File: src/rtl/player_anim_pkg.sv
// Shared types and helpers for the board-token animation controller.
package player_anim_pkg;

  localparam int unsigned PIX_W = 10;

  typedef logic [PIX_W-1:0] pix_t;

  typedef enum logic [2:0] {
    ST_IDLE,
    ST_MOVING,
    ST_JUMPING,
    ST_FLAG_SLIDING,
    ST_DONE
  } anim_state_t;

  // Left x of a tile; pitch and origin are elaboration constants at every call site.
  function automatic pix_t tile_x(input int unsigned tile,
                                  input int unsigned origin,
                                  input int unsigned pitch);
    return pix_t'(origin + tile * pitch);
  endfunction

endpackage

File: src/rtl/player_anim_if.sv
// Move-command handshake between the game-logic block (master) and the animator (slave).
interface player_anim_if #(
  parameter int unsigned NUM_PLAYERS = 4,
  parameter int unsigned NUM_TILES   = 11
);

  logic                           pos_valid;
  logic [$clog2(NUM_PLAYERS)-1:0] active_player;
  logic [$clog2(NUM_TILES)-1:0]   target_tile;
  logic                           busy;
  logic                           turn_done;
  logic                           err_invalid;

  modport master (
    output pos_valid, active_player, target_tile,
    input  busy, turn_done, err_invalid
  );

  modport slave (
    input  pos_valid, active_player, target_tile,
    output busy, turn_done, err_invalid
  );

endinterface

File: src/rtl/player_anim_ctrl_jump_profile.sv
// Parabolic hop height: 4*H*c*(T-c) / T^2, zero at both ends of the hop.
module jump_profile
  import player_anim_pkg::*;
#(
  parameter int unsigned JUMP_TICKS = 16,
  parameter int unsigned JUMP_H     = 16
) (
  input  logic [$clog2(JUMP_TICKS):0] c,
  output pix_t                        offset
);

  localparam int unsigned SHIFT = 2 * $clog2(JUMP_TICKS);

  logic [23:0] prod;

  always_comb begin
    prod   = 24'(4 * JUMP_H) * 24'(c) * (24'(JUMP_TICKS) - 24'(c));
    offset = pix_t'(prod >> SHIFT);
  end

endmodule

File: src/rtl/player_anim_ctrl.sv
// Multi-player token animator: tile-by-tile glide plus hop, flag slide and winner latch on the last tile.
module player_anim_ctrl
  import player_anim_pkg::*;
#(
  parameter int unsigned NUM_PLAYERS = 4,
  parameter int unsigned NUM_TILES   = 11,
  parameter int unsigned TILE_W      = 60,
  parameter int unsigned X_ORIGIN    = 20,
  parameter int unsigned Y_GROUND    = 124,
  parameter int unsigned STEP_PX     = 4,
  parameter int unsigned JUMP_TICKS  = 16,
  parameter int unsigned JUMP_H      = 16,
  parameter int unsigned FLAG_TOP_Y  = 40,
  parameter int unsigned FLAG_BOT_Y  = 124
) (
  input  logic                           clk,
  input  logic                           rst_n,
  input  logic                           tick,
  player_anim_if.slave                   cmd,
  output logic [NUM_PLAYERS*PIX_W-1:0]   players_x,
  output logic [NUM_PLAYERS*PIX_W-1:0]   players_y,
  output pix_t                           flag_y,
  output logic                           winner_valid,
  output logic [$clog2(NUM_PLAYERS)-1:0] winner_id
);

  localparam int unsigned PID_W = $clog2(NUM_PLAYERS);
  localparam int unsigned TL_W  = $clog2(NUM_TILES);
  localparam int unsigned CW    = $clog2(JUMP_TICKS) + 1;
  localparam logic [TL_W-1:0] LAST_TILE = TL_W'(NUM_TILES - 1);

  anim_state_t      state, state_n;
  pix_t             px    [NUM_PLAYERS];
  pix_t             py    [NUM_PLAYERS];
  logic [TL_W-1:0]  ptile [NUM_PLAYERS];
  logic [PID_W-1:0] cur_id;
  logic [TL_W-1:0]  cur_tgt;
  pix_t             next_x;
  logic [CW-1:0]    c;
  logic             err_q;

  logic             accept;
  logic [TL_W-1:0]  clamped;
  logic [CW-1:0]    c_inc;
  pix_t             x_inc;
  pix_t             flag_inc;
  pix_t             jump_off;

  jump_profile #(.JUMP_TICKS(JUMP_TICKS), .JUMP_H(JUMP_H)) u_jump (
    .c      (c_inc),
    .offset (jump_off)
  );

  always_ff @(posedge clk or negedge rst_n) begin
    if (!rst_n) state <= ST_IDLE;
    else        state <= state_n;
  end

  always_comb begin
    state_n  = state;
    accept   = 1'b0;
    clamped  = (32'(cmd.target_tile) > NUM_TILES - 1) ? LAST_TILE : cmd.target_tile;
    c_inc    = c + 1'b1;
    x_inc    = px[cur_id] + pix_t'(STEP_PX);
    flag_inc = flag_y + 1'b1;
    case (state)
      ST_IDLE:
        if (cmd.pos_valid && !winner_valid && (32'(cmd.active_player) < NUM_PLAYERS)
            && (clamped > ptile[cmd.active_player])) begin
          accept  = 1'b1;
          state_n = ST_MOVING;
        end
      ST_MOVING:
        if (tick && (x_inc == next_x)) state_n = ST_JUMPING;
      ST_JUMPING:
        if (tick && (c_inc == CW'(JUMP_TICKS))) begin
          if (ptile[cur_id] < cur_tgt)  state_n = ST_MOVING;
          else if (cur_tgt == LAST_TILE) state_n = ST_FLAG_SLIDING;
          else                           state_n = ST_DONE;
        end
      ST_FLAG_SLIDING:
        if (tick && (flag_inc == pix_t'(FLAG_BOT_Y))) state_n = ST_DONE;
      ST_DONE:
        state_n = ST_IDLE;
      default:
        state_n = ST_IDLE;
    endcase
  end

  assign cmd.busy        = (state != ST_IDLE);
  assign cmd.turn_done   = (state == ST_DONE);
  assign cmd.err_invalid = err_q;

  // Datapath keys off the state/state_n transition so it cannot disagree with the FSM.
  always_ff @(posedge clk or negedge rst_n) begin
    if (!rst_n) begin
      for (int unsigned i = 0; i < NUM_PLAYERS; i++) begin
        px[i]    <= pix_t'(X_ORIGIN);
        py[i]    <= pix_t'(Y_GROUND);
        ptile[i] <= '0;
      end
      cur_id       <= '0;
      cur_tgt      <= '0;
      next_x       <= '0;
      c            <= '0;
      err_q        <= 1'b0;
      flag_y       <= pix_t'(FLAG_TOP_Y);
      winner_valid <= 1'b0;
      winner_id    <= '0;
    end else begin
      err_q <= cmd.pos_valid && !accept;
      if (accept) begin
        cur_id  <= cmd.active_player;
        cur_tgt <= clamped;
        next_x  <= tile_x(32'(ptile[cmd.active_player]) + 1, X_ORIGIN, TILE_W);
      end
      if (tick) begin
        case (state)
          ST_MOVING: begin
            px[cur_id] <= x_inc;
            if (state_n == ST_JUMPING) begin
              ptile[cur_id] <= ptile[cur_id] + 1'b1;
              c             <= '0;
            end
          end
          ST_JUMPING: begin
            c          <= c_inc;
            py[cur_id] <= pix_t'(Y_GROUND) - jump_off;
            if (state_n == ST_MOVING)
              next_x <= tile_x(32'(ptile[cur_id]) + 1, X_ORIGIN, TILE_W);
          end
          ST_FLAG_SLIDING: begin
            flag_y <= flag_inc;
            if (state_n == ST_DONE) begin
              winner_valid <= 1'b1;
              winner_id    <= cur_id;
            end
          end
          default: ;
        endcase
      end
    end
  end

  always_comb begin
    players_x = '0;
    players_y = '0;
    for (int unsigned i = 0; i < NUM_PLAYERS; i++) begin
      players_x[i*PIX_W +: PIX_W] = px[i];
      players_y[i*PIX_W +: PIX_W] = py[i];
    end
  end

endmodule
File: src/flat_wrapper.sv
// flat-port wrapper written by rule: the top's interface ports become plain ports
module player_anim_ctrl_flat import player_anim_pkg::*;
#(
  parameter int unsigned NUM_PLAYERS = 4,
  parameter int unsigned NUM_TILES   = 11,
  parameter int unsigned TILE_W      = 60,
  parameter int unsigned X_ORIGIN    = 20,
  parameter int unsigned Y_GROUND    = 124,
  parameter int unsigned STEP_PX     = 4,
  parameter int unsigned JUMP_TICKS  = 16,
  parameter int unsigned JUMP_H      = 16,
  parameter int unsigned FLAG_TOP_Y  = 40,
  parameter int unsigned FLAG_BOT_Y  = 124
)
  (clk, rst_n, tick, players_x, players_y, flag_y, winner_valid, winner_id, cmd_pos_valid, cmd_active_player, cmd_target_tile, cmd_busy, cmd_turn_done, cmd_err_invalid);
  player_anim_if #(.NUM_PLAYERS(NUM_PLAYERS), .NUM_TILES(NUM_TILES)) cmd_i ();
  input  logic clk;
  input  logic rst_n;
  input  logic tick;
  output logic [NUM_PLAYERS*PIX_W-1:0] players_x;
  output logic [NUM_PLAYERS*PIX_W-1:0] players_y;
  output pix_t flag_y;
  output logic winner_valid;
  output logic [$clog2(NUM_PLAYERS)-1:0] winner_id;
  input wire logic [$bits(cmd_i.pos_valid)-1:0] cmd_pos_valid;
  input wire logic [$bits(cmd_i.active_player)-1:0] cmd_active_player;
  input wire logic [$bits(cmd_i.target_tile)-1:0] cmd_target_tile;
  output wire logic [$bits(cmd_i.busy)-1:0] cmd_busy;
  output wire logic [$bits(cmd_i.turn_done)-1:0] cmd_turn_done;
  output wire logic [$bits(cmd_i.err_invalid)-1:0] cmd_err_invalid;
  assign cmd_i.pos_valid = cmd_pos_valid;
  assign cmd_i.active_player = cmd_active_player;
  assign cmd_i.target_tile = cmd_target_tile;
  assign cmd_busy = cmd_i.busy;
  assign cmd_turn_done = cmd_i.turn_done;
  assign cmd_err_invalid = cmd_i.err_invalid;
  player_anim_ctrl #(.NUM_PLAYERS(NUM_PLAYERS), .NUM_TILES(NUM_TILES), .TILE_W(TILE_W), .X_ORIGIN(X_ORIGIN), .Y_GROUND(Y_GROUND), .STEP_PX(STEP_PX), .JUMP_TICKS(JUMP_TICKS), .JUMP_H(JUMP_H), .FLAG_TOP_Y(FLAG_TOP_Y), .FLAG_BOT_Y(FLAG_BOT_Y)) u_core (.clk(clk), .rst_n(rst_n), .tick(tick), .cmd(cmd_i), .players_x(players_x), .players_y(players_y), .flag_y(flag_y), .winner_valid(winner_valid), .winner_id(winner_id));
endmodule
File: config.mk
export PLATFORM = sky130hd
export DESIGN_NAME = player_anim_ctrl_flat
export DESIGN_NICKNAME = d
export VERILOG_FILES = /design/src/rtl/player_anim_pkg.sv /design/src/rtl/player_anim_if.sv /design/src/rtl/player_anim_ctrl_jump_profile.sv /design/src/rtl/player_anim_ctrl.sv /design/src/flat_wrapper.sv
export SDC_FILE = /design/constraint.sdc
export NUM_CORES = 1
export LEC_CHECK = 0
export CAP_MARGIN = 5
export CORE_ASPECT_RATIO = 0.75
export CORE_MARGIN = 2
export CORE_UTILIZATION = 57
export CTS_CLUSTER_DIAMETER = 30
export DETAILED_ROUTE_END_ITERATION = 8
export PLACE_DENSITY = 0.8
export SETUP_SLACK_MARGIN = 0.05
export SLEW_MARGIN = 20
export SYNTH_ARGS = -nofsm -noshare
export SYNTH_HDL_FRONTEND = slang
export SYNTH_HIERARCHICAL = 1
export SYNTH_SLANG_ARGS = --single-unit
File: constraint.sdc
create_clock -name clk -period 6.2 [get_ports clk]
set_input_delay 0.93 -clock clk [delete_from_list [all_inputs] [get_ports clk]]
set_output_delay 0.93 -clock clk [all_outputs]
set_load 0.01 [all_outputs]
After elaboration in Yosys (flattened, before gate mapping). Index checks and enable logic that the tools add are counted.

Bits of input ports: 10. Bits in registers: 134. Logic and storage cells: 104. Output and inout bits: 96.

Multipliers: 3. Mux-type cells: 32. $add $sub $neg: 10. $lt $le $gt $ge: 6. Eq/ne operators: 12. Reductions and logical operators: 18. Bitwise gates (word level): 2.

Operators by type and width (count): 40-bit bitwise mux (2); 10-bit 2-to-1 mux (7); 32-bit by 4-bit multiplier with 8-bit output (second input constant) (2); 5-bit by 24-bit multiplier with 12-bit output (1); 4-bit 2-to-1 mux (6); 5-bit by 10-bit adder with 10-bit output (first input constant) (2); 10-bit binary-select mux with 2-bit select (1); 10-bit demux with 2-bit select (1); 3-bit 2-to-1 mux (6); 4-bit binary-select mux with 2-bit select (2); 16-bit bitwise mux (1); 3-bit case mux with 4 select lines (1); 10-bit by 1-bit adder with 10-bit output (second input constant) (1); 10-bit by 3-bit adder with 10-bit output (second input constant) (1); 4-bit by 1-bit adder with 5-bit output (second input constant) (2); 10-bit == test (1); 10-bit by 7-bit == test with 1-bit output (second input constant) (1); 5-bit case mux with 2 select lines (1); 7-bit by 10-bit subtractor with 10-bit output (first input constant) (1); 3-bit by 2-bit == test with 1-bit output (second input constant) (3); 3-bit AND reduction (3); 4-bit demux with 2-bit select (1); 1-bit logical AND (7); 3-bit by 1-bit == test with 1-bit output (second input constant) (2); other kinds (20) (27).

Longest topological paths before layout.
Word-level depth: 13. Depth in mapped cells: 23. Depth with buffers taken out: 22.

Modules after synthesis. Netlist, hierarchy kept.

Modules (own cells, without submodules): player_anim_ctrl (area an instance 7380.8 um^2, cells each 683, sequential area each 3390.8 um^2, instances 1); jump_profile (area an instance 1263.7 um^2, cells each 152, sequential area each 0.0 um^2, instances 1).

Worst setup path after synthesis. No wires, ideal clock.

Kind: input -> register. Start: in cmd_active_player[0]. End: reg u_core.next_x[8]. Cell stages on the path: 18. Buffers on the path: 2. Required time: 6.113 ns. Library setup time: 0.087 ns. Setup slack: 1.041 ns. Arrival: 5.072 ns. Cell sequence: buf_2 -> mux4_2 -> clkbuf_1 -> ha_1 -> xor2_1 -> fa_1 -> inv_1 -> fa_1 -> inv_1 -> ha_1 -> and3b_1 -> nand2_1 -> a21oi_1 -> or4_1 -> and3_1 -> o21ai_0 -> nand3b_1 -> a22oi_1.

Cells in the longest elaborated chain, start to end: 12. Elaborated cells on any way between the ends: 18. Those cells by class: add/sub (2); mul (1); order compare (1); eq/ne (1); mux (11); bitwise (1); reduce/logical (1).

Ends and longest elaborated chain: start: declaration (line flat_wrapper.sv:26) `input wire logic [$bits(cmd_i.active_player)-1:0] cmd_active_player;`; 2-bit inverter with 3-bit output (not written as such) (*) (line player_anim_ctrl.sv:69, player_anim_ctrl.sv:115); 4-bit binary-select mux with 2-bit select (*) (line player_anim_ctrl.sv:69, player_anim_ctrl.sv:115); 4-bit 2-to-1 mux (not written as such) (*) (2 in series) (line player_anim_ctrl.sv:69, player_anim_ctrl.sv:115); branches (longest 7 deep; another with 32-bit by 4-bit multiplier with 8-bit output); 10-bit 2-to-1 mux (*) (line player_anim_ctrl.sv:117) `if (tick) begin`; end signal: assignment (line player_anim_ctrl.sv:115) `next_x <= tile_x(32'(ptile[cmd.active_player]) + 1, X_ORIGIN, TILE_W);`; end signal: assignment (line player_anim_ctrl.sv:130) `next_x <= tile_x(32'(ptile[cur_id]) + 1, X_ORIGIN, TILE_W);`; end: declaration (line player_anim_ctrl.sv:38) `pix_t next_x;`.

Every way passes the cells marked *. The select of a mux whose other input is x is not followed. A chain may end at the register's enable or synchronous reset.

Worst setup path after layout.
Start: reg u_core.c[0]. End: reg u_core.py, in the netlist u_core/players_y[39].

Cells in the longest elaborated chain, start to end: 5.

Ends and longest elaborated chain: start: declaration (line player_anim_ctrl.sv:39) `logic [CW-1:0] c;`; start signal: assignment (line player_anim_ctrl.sv:127) `c <= c_inc;`; 5-bit by 1-bit adder with 5-bit output (*) (line player_anim_ctrl.sv:63) `c_inc = c + 1'b1;`; named net u_core.c_inc[1] (line player_anim_ctrl.sv:44) `logic [CW-1:0] c_inc;`; 5-bit by 5-bit subtractor with 6-bit output (line player_anim_ctrl_jump_profile.sv:17) `prod = 24'(4 * JUMP_H) * 24'(c) * (24'(JUMP_TICKS) - 24'(c));`; 5-bit by 24-bit multiplier with 12-bit output (*) (line player_anim_ctrl_jump_profile.sv:17); named net u_core.jump_off[5] (line player_anim_ctrl.sv:47) `pix_t jump_off;`; 7-bit by 10-bit subtractor with 10-bit output (*) (line player_anim_ctrl.sv:128) `py[cur_id] <= pix_t'(Y_GROUND) - jump_off;`; 40-bit bitwise mux (*) (line player_anim_ctrl.sv:128); end signal: indexed assignment (line player_anim_ctrl.sv:99) `py[i] <= pix_t'(Y_GROUND);`; end signal: indexed assignment (line player_anim_ctrl.sv:128); end: declaration (line player_anim_ctrl.sv:34) `pix_t py [NUM_PLAYERS];`.

Mark *: on every way through the listed nets, which the timed path passes. The rest lies on a longest branch.

==> flow_summary.yaml <==
clock_tree:
  post_cts_buffers: 0
  cts_repair_resize_count: 0
  clock_latency_ns: 0.42
  path_clk_slew_ns: 0.06
  cts_hold_repair.buffers: 0
  root_buffer: "sky130_fd_sc_hd__clkbuf_16"
  cts_tree: "yes"
  clock_sinks: 134
  cts_htree_levels: 4
  largest_buffer_count_on_any_clock_path: 2
  numCtsBuffers: 17
synthesis:
  netlist_top_cells_count: "104 x sky130_fd_sc_hd__dfrtp_1, 85 x sky130_fd_sc_hd__nand2_1, 71 x sky130_fd_sc_hd__inv_1"
  synth_sequential_area_ratio: 0.392
  ys_seq_elements: 134
  synth_area_leaders: "sky130_fd_sc_hd__dfrtp_1 30%, sky130_fd_sc_hd__dfstp_2 9.1%, sky130_fd_sc_hd__ha_1 7.1%, sky130_fd_sc_hd__fa_1 6.0%, sky130_fd_sc_hd__mux2_2 6.0%"
  cell_type_contributing_the_most_total_cell_area_after_synthesis: "sky130_fd_sc_hd__dfrtp_1"
  yosys_most_used_dff: "sky130_fd_sc_hd__dfrtp_1"
  synth_area_per_cell_um2: 10.4
  synth_edf_count: 0
  syn-instance-count: 835
  syn_nets: 920
  synth_top_cell_area_share: 0.301
  syn-cell-area_um2: 8640
  ffs_w_async_s_r_synth: 1.00
  most_frequent_cell_after_synthesis: "sky130_fd_sc_hd__dfrtp_1"
  synth.yosys.warnings: 6
  yosys.cell_types.count: 60
job:
  drv_cap: 0
timing:
  final-setup-viol-count: 0
  fin_skew_ns: 0.0119
  timing_worst_slew_pin_value_ns: 1.06
  finalHoldViolations: 0
  timing.max_slew.rel_slack: 0.292
  achievable_freq_mhz: 181
  unrepaired_setup_endpoints_after_global_routing: "false"
  min_tclk_post_route_ns: 5.53
  timing.setup.tns_ns: 0
  min_period_over_period: 0.891
  drv_slew: 0
global_routing:
  globalRoute.totalOverflow: 0
  gr-usage-all-layers: 0.266
  antenna_found_initial: 0
  largest_net_degree_at_the_start_of_global_routing: 75
  number_of_global_route_vias_before_repair: 6510
  global_route_wire_length_before_repair_um: 34500
placement:
  placement.io_buffers: 105
  gp_congestion: 0.905
  place.detailed.hpwl_um: 14900
  postPlaceCellArea_um2: 9870
routing:
  routed-via-count: 6553
  wl_per_cell_um: 17.7
  dr.pass1.iters: 8
  route.detailed.drc: 0
  routed_wl_um: 20300
  routed_via_density: 5.71
  route.antenna.remaining_nets: 0
  drtIter0Drc: 451
worst_setup_path:
  required_ns: 6.55
  startpoint_type: "flip-flop"
  reg2reg_slack_ns: 0.67
  worst_r2r_path_depth: 22
  cp.arrival_ns: 5.87
  timing.rr.end: "u_core/players_y[39]$_DFFE_PN0P_"
  crit_type: "reg -> reg"
  regToRegStartpoint: "u_core/c[0]$_DFFE_PN0P_"
  critPathMaxFanout: 7
  worst_setup_path_end_kind: "flip-flop"
floorplan:
  top_level_ports: 106
  initial_utilization: 0.590
  number_of_placement_rows: 38
  floorplan.die.width_um: 146
  fp.dieH_um: 111
  fp.dieArea_um2: 16200
  core_region_area_um2: 14600
finish:
  n_antenna_cell: 0
  nFillCells: 1095
  final_area_um2: 10400
  layout-drive-gt1-share: 0.152
  finish.utilization: 0.713
  finalNetCount: 1019
  flow.area_growth_from_synthesis_pct: 20.8
min_path:
  min_path_type: "reg -> reg"
  worst_hold_path.endpoint: "u_core/players_x[20]$_DFFE_PN0P_"
  min_delay_path_depth: 0
  worstHoldStart: "u_core/players_x[20]$_DFFE_PN0P_"
power_and_ir_drop:
  p_leak_nw: 4.71
  vdd_drop_max_v: 0.000234
  power_mw: 2.86
  power_per_cell_area_nw_per_um2: 274
status:
  outcome: "completed"
[power breakdown]
group          internal [mW]  leakage, nW  switching (mW)
Combinational          0.358         2.72           0.575
Sequential             0.906         1.71          0.0441
Clock                  0.542        0.278           0.439
Total                   1.81         4.71            1.06
[critical path, stage by stage, from the launching register on]
cell and delay, ns:
sky130_fd_sc_hd__dfrtp_1 0.45, sky130_fd_sc_hd__ha_1 0.32, sky130_fd_sc_hd__buf_4 0.17, sky130_fd_sc_hd__inv_1 0.13, sky130_fd_sc_hd__ha_1 0.20, sky130_fd_sc_hd__nand2_1 0.06, sky130_fd_sc_hd__ha_1 0.31, sky130_fd_sc_hd__nor2b_1 0.15
sky130_fd_sc_hd__fa_1 0.45, sky130_fd_sc_hd__fa_1 0.51, sky130_fd_sc_hd__inv_1 0.05, sky130_fd_sc_hd__fa_1 0.49, sky130_fd_sc_hd__inv_1 0.04, sky130_fd_sc_hd__ha_1 0.35, sky130_fd_sc_hd__nand3_1 0.09, sky130_fd_sc_hd__o211ai_1 0.32
sky130_fd_sc_hd__nor2_1 0.09, sky130_fd_sc_hd__xnor2_1 0.26, sky130_fd_sc_hd__nand4_1 0.15, sky130_fd_sc_hd__nor2_1 0.20, sky130_fd_sc_hd__nor3_1 0.09, sky130_fd_sc_hd__xnor2_1 0.36, sky130_fd_sc_hd__mux2_2 0.23
[metal layers]
layer  part of all wire  track usage  routed length, um
met1               0.48        0.401               9670
met2               0.44        0.397               8980
met3              0.072       0.0597               1460
met4             0.0096       0.0589                195
met5                  0            0                  0
[placed cells by master, fill, tap and decap left out, drive strengths merged, types with 4 or more instances in the layout]
master         count
dfrtp            104
and2               8
nor2              48
or3                4
o21ai             62
nand3b             4
nand2b            12
nor3b              6
mux2i             10
a211oi             4
mux2              54
fa                26
and3               8
nor3               9
a22oi              5
nand3             24
dfstp             30
mux4              17
nand2             85
ha                49
clkbuf            18
nor2b             13
clkdlybuf4s50    104
a21oi             28
xor2              27
o21a               5
o211ai             5
xnor2             42
buf                8
inv               81
nand4              9
[registers in the layout (all words and copies together), names as in the netlist]
signal	flops
u_core/winner_id	2
u_core/c	5
u_core/cur_id	2
u_core/state	3
u_core/winner_valid	1
u_core/players_y	40
u_core/cur_tgt	4
u_core/flag_y	10
u_core/ptile	16
u_core/next_x	10
u_core/players_x	40
u_core/cmd.err_invalid	1
[metrics by stage]
stage,std cells,hold slack (ns),worst slack [ns]
6_report,1147,0.400,0.675
5_1_grt,1147,0.423,0.277
4_1_cts,1147,0.404,0.729
3_5_place_dp,1115,0.387,0.382
3_3_place_gp,1115,0.389,0.439
2_1_floorplan,835,0.472,1.04
[layout make-up]
cell class | instances | area, um^2 | area share
clock buffers | 18 | 439 | 0.0421
clock inverters | 14 | 133 | 0.0127
inverters | 72 | 270 | 0.0259
multi-input cells | 597 | 4850 | 0.465
flip-flops and latches | 134 | 3390 | 0.325
well taps | 200 | 250 | 0.0240
repair buffers | 112 | 1100 | 0.106
[cells by family after synthesis]
logic type | Yosys count | share of synthesized area
AO/OA/AOI/OAI | 129 | 0.0906
buffers and inverters | 104 | 0.0462
multiplexers | 81 | 0.126
XOR/XNOR | 71 | 0.0777
adder cells (fa/ha/maj) | 75 | 0.131
flip-flops | 134 | 0.392
AND/OR/NAND/NOR | 241 | 0.136
[worst max path at each step]
stage / startpoint / endpoint / slack (ns) / cells after the start
4_1_cts: u_core/c[0]$_DFFE_PN0P_ / u_core/players_y[39]$_DFFE_PN0P_ / 0.73 / 22
3_3_place_gp: cmd_active_player[0] / u_core/next_x[6]$_DFF_PN0_ / 0.44 / 17
5_1_grt: u_core/c[0]$_DFFE_PN0P_ / u_core/players_y[18]$_DFFE_PN0P_ / 0.28 / 22
2_1_floorplan: cmd_active_player[0] / u_core/next_x[8]$_DFF_PN0_ / 1.04 / 18
6_report: u_core/c[0]$_DFFE_PN0P_ / u_core/players_y[39]$_DFFE_PN0P_ / 0.67 / 22
3_5_place_dp: cmd_active_player[0] / u_core/next_x[6]$_DFF_PN0_ / 0.38 / 17
Note: power is estimated with default switching activity, not from simulation.
==> variant, RTL diff (same settings) <==
Register the output `players_y`, cleared by the reset; this adds one clock of latency there. The other outputs are not delayed to match.
--- a/src/rtl/player_anim_ctrl.sv
+++ b/src/rtl/player_anim_ctrl.sv
@@ -28,6 +28,8 @@
   localparam int unsigned TL_W  = $clog2(NUM_TILES);
   localparam int unsigned CW    = $clog2(JUMP_TICKS) + 1;
   localparam logic [TL_W-1:0] LAST_TILE = TL_W'(NUM_TILES - 1);
+
+  logic [NUM_PLAYERS*PIX_W-1:0] players_y_d;
 
   anim_state_t      state, state_n;
   pix_t             px    [NUM_PLAYERS];
@@ -144,10 +146,18 @@
 
   always_comb begin
     players_x = '0;
-    players_y = '0;
+    players_y_d = '0;
     for (int unsigned i = 0; i < NUM_PLAYERS; i++) begin
       players_x[i*PIX_W +: PIX_W] = px[i];
-      players_y[i*PIX_W +: PIX_W] = py[i];
+      players_y_d[i*PIX_W +: PIX_W] = py[i];
+    end
+  end
+
+  always_ff @(posedge clk or negedge rst_n) begin
+    if (!rst_n) begin
+      players_y <= '0;
+    end else begin
+      players_y <= players_y_d;
     end
   end
 
Check against the original RTL: not equivalent (a bounded check fails within 4 cycles, from zero or initial values and one cycle with rst_n low).
==> variant against the unedited design <==
Synthesized area increased by 12%; clock skew about the same; non-clock buffer count decreased by 1; design area increased by 10%; setup slack got worse by 0.17 ns; count of clock-buffer cells in the layout decreased by 1; global-route usage decreased by 0.92 points; routed wire length increased by 9.1%; sequential cell count increased by 40; fmax decreased by 3.0%; critical path depth decreased by 1; sequential share of layout area increased by 5.6 points; critical endpoint is now u_core/players_y_d[9]$_DFFE_PN0P_.
Power is not compared: it rests on default switching activity, and its combinational part moved more than twofold at a synthesized area within 25%.
==> variant: results (changes against the unedited design) <==
* Outcome: finished clean
* Placed Cells incl. Taps at 1,174 (+5.3%)
* Synth Area in Adders at 11.8% (-1.3 points)
* Fraction of area in registers at 38.1% (+5.6 points)
* Slew margin rel. at 38.5% (+9.3 points)
* Buffers, non-clock at 111 (-0.89%)
* Syn Area/Cell at 11.0 µm² (+6.2%)
* Met1 WL at 10.5 mm (+8.1%)
* Inverters, non-clock at 75 (+4.2%)
* FILL cells at 1,199 (+9.5%)
* Final GP Congestion at 0.903 (-0.15%)
* Clock-cell share at 5.40% (-0.076 points)
* First-pass GRT wire length at 35.8 mm (+4.0%)
* Total Wirelength at 22.2 mm (+9.1%)
* Dpl ws at 0.554 ns (+0.171 ns)
* Hold path startpoint: u_core/players_y_d[31]$_DFFE_PN0P_
* Final hold vios at 0 (unchanged)
* DR vias at 7,094 (+8.3%)
* Top post-synthesis cells by area: dfrtp_1, dfstp_2, ha_1
* RR Endpoint: u_core/players_y_d[9]$_DFFE_PN0P_
* Synthesized instance count at 882 (+5.6%)
* CP arrival at 6.02 ns (+0.15 ns)
* Worst Hold Depth at 0 (unchanged)
* GRT Resource Usage Total at 25.7% (-0.92 points)
* Distinct cells, synth at 66 (+10%)
* Seq/Total Area, Yosys at 45.3% (+6.1 points)
* CTS Sinks at 174 (+30%)
* Register area at 4390 µm² (+30%)
* Wire length on met3 at 1.53 mm (+5.2%)
* WHS at 0.373 ns (-0.0268 ns)
* DR iter-0 viols at 508 (+13%)
* WL/cell at 18.4 µm (+3.7%)
* Reg2reg setup slack at 0.50 ns (-0.17 ns)
* Post-CTS Setup Bufs at 0 (unchanged)
* Max FO, Critical Path at 9 (+2)
* Hold worst-path end: u_core/players_y[31]$_DFF_PN0_
* Fraction of area in multi-input gates at 42.2% (-4.3 points)
* Worst reg-to-reg path cell count at 21 (-4.5%)
* Clk root buf: clkbuf_16
* Comb_multi_in at 599 (+0.34%)
* Non-clock buffering overhead in the final layout at 9.53% (-1.0 points)
* Mux cell area share after synthesis at 11.0% (-1.6 points)
* Layout Nets at 1,063 (+4.3%)
* Synth Area in Compound Gates at 9.01% (-0.052 points)
* Share of layout cells above drive strength 1 at 15.2% (+0.031 points)
* DR pass1 iterations at 5 (-3)
* Vias in the first global route at 6,779 (+4.1%)
* Met2 wire length at 9.84 mm (+9.6%)
* Post-synth top cells: dfrtp_1, nand2_1, inv_1
* Largest net degree at the start of global routing at 120 (+60%)
* Area after DPL at 10,900 µm² (+11%)
* Syn_nets at 967 (+5.1%)
* Post-DP HPWL at 15.7 mm (+5.6%)
variant: worst max path at each step:
stage	start	to	slack (ns)	cells after the start
after floorplan	u_core/c[0]$_DFFE_PN0P_	u_core/players_y_d[39]$_DFFE_PN0P_	1.17	20
after global placement	cmd_active_player[0]	u_core/next_x[7]$_DFF_PN0_	0.66	15
after detailed placement	cmd_active_player[0]	u_core/next_x[7]$_DFF_PN0_	0.55	15
after CTS	u_core/c[0]$_DFFE_PN0P_	u_core/players_y_d[29]$_DFFE_PN0P_	0.55	21
after global routing	u_core/c[0]$_DFFE_PN0P_	u_core/players_y_d[29]$_DFFE_PN0P_	0.08	21
final	u_core/c[0]$_DFFE_PN0P_	u_core/players_y_d[9]$_DFFE_PN0P_	0.50	21
variant: routing by layer:
| layer | GRT usage (%) | up-vias |
|---|---|---|
| li1 | - | 3225 |
| met1 | 39.2 | 3566 |
| met2 | 37.8 | 282 |
| met3 | 5.04 | 21 |
| met4 | 7.35 | 0 |
| met5 | 0 | - |
variant: worst max-delay path: stages (launching register included):
cell and delay, ns:
dfrtp_1 0.44, ha_1 0.30, xor2_1 0.59, nor2_1 0.11, nand2_1 0.11, ha_1 0.25
nor2b_1 0.15, fa_1 0.45, fa_1 0.51, inv_1 0.05, fa_1 0.49, inv_1 0.04
ha_1 0.35, nand3_1 0.10, o211ai_1 0.29, nor2_1 0.09, xnor2_1 0.31, nand3_1 0.16
a21oi_1 0.21, nor3_1 0.09, xnor2_1 0.20, mux2_2 0.29
variant: power by group:
part	switching, mW	internal (mW)	leakage [nW]
clock network	0.497	0.617	0.301
registers	0.279	1.53	2.22
logic	1.90	1.35	2.77
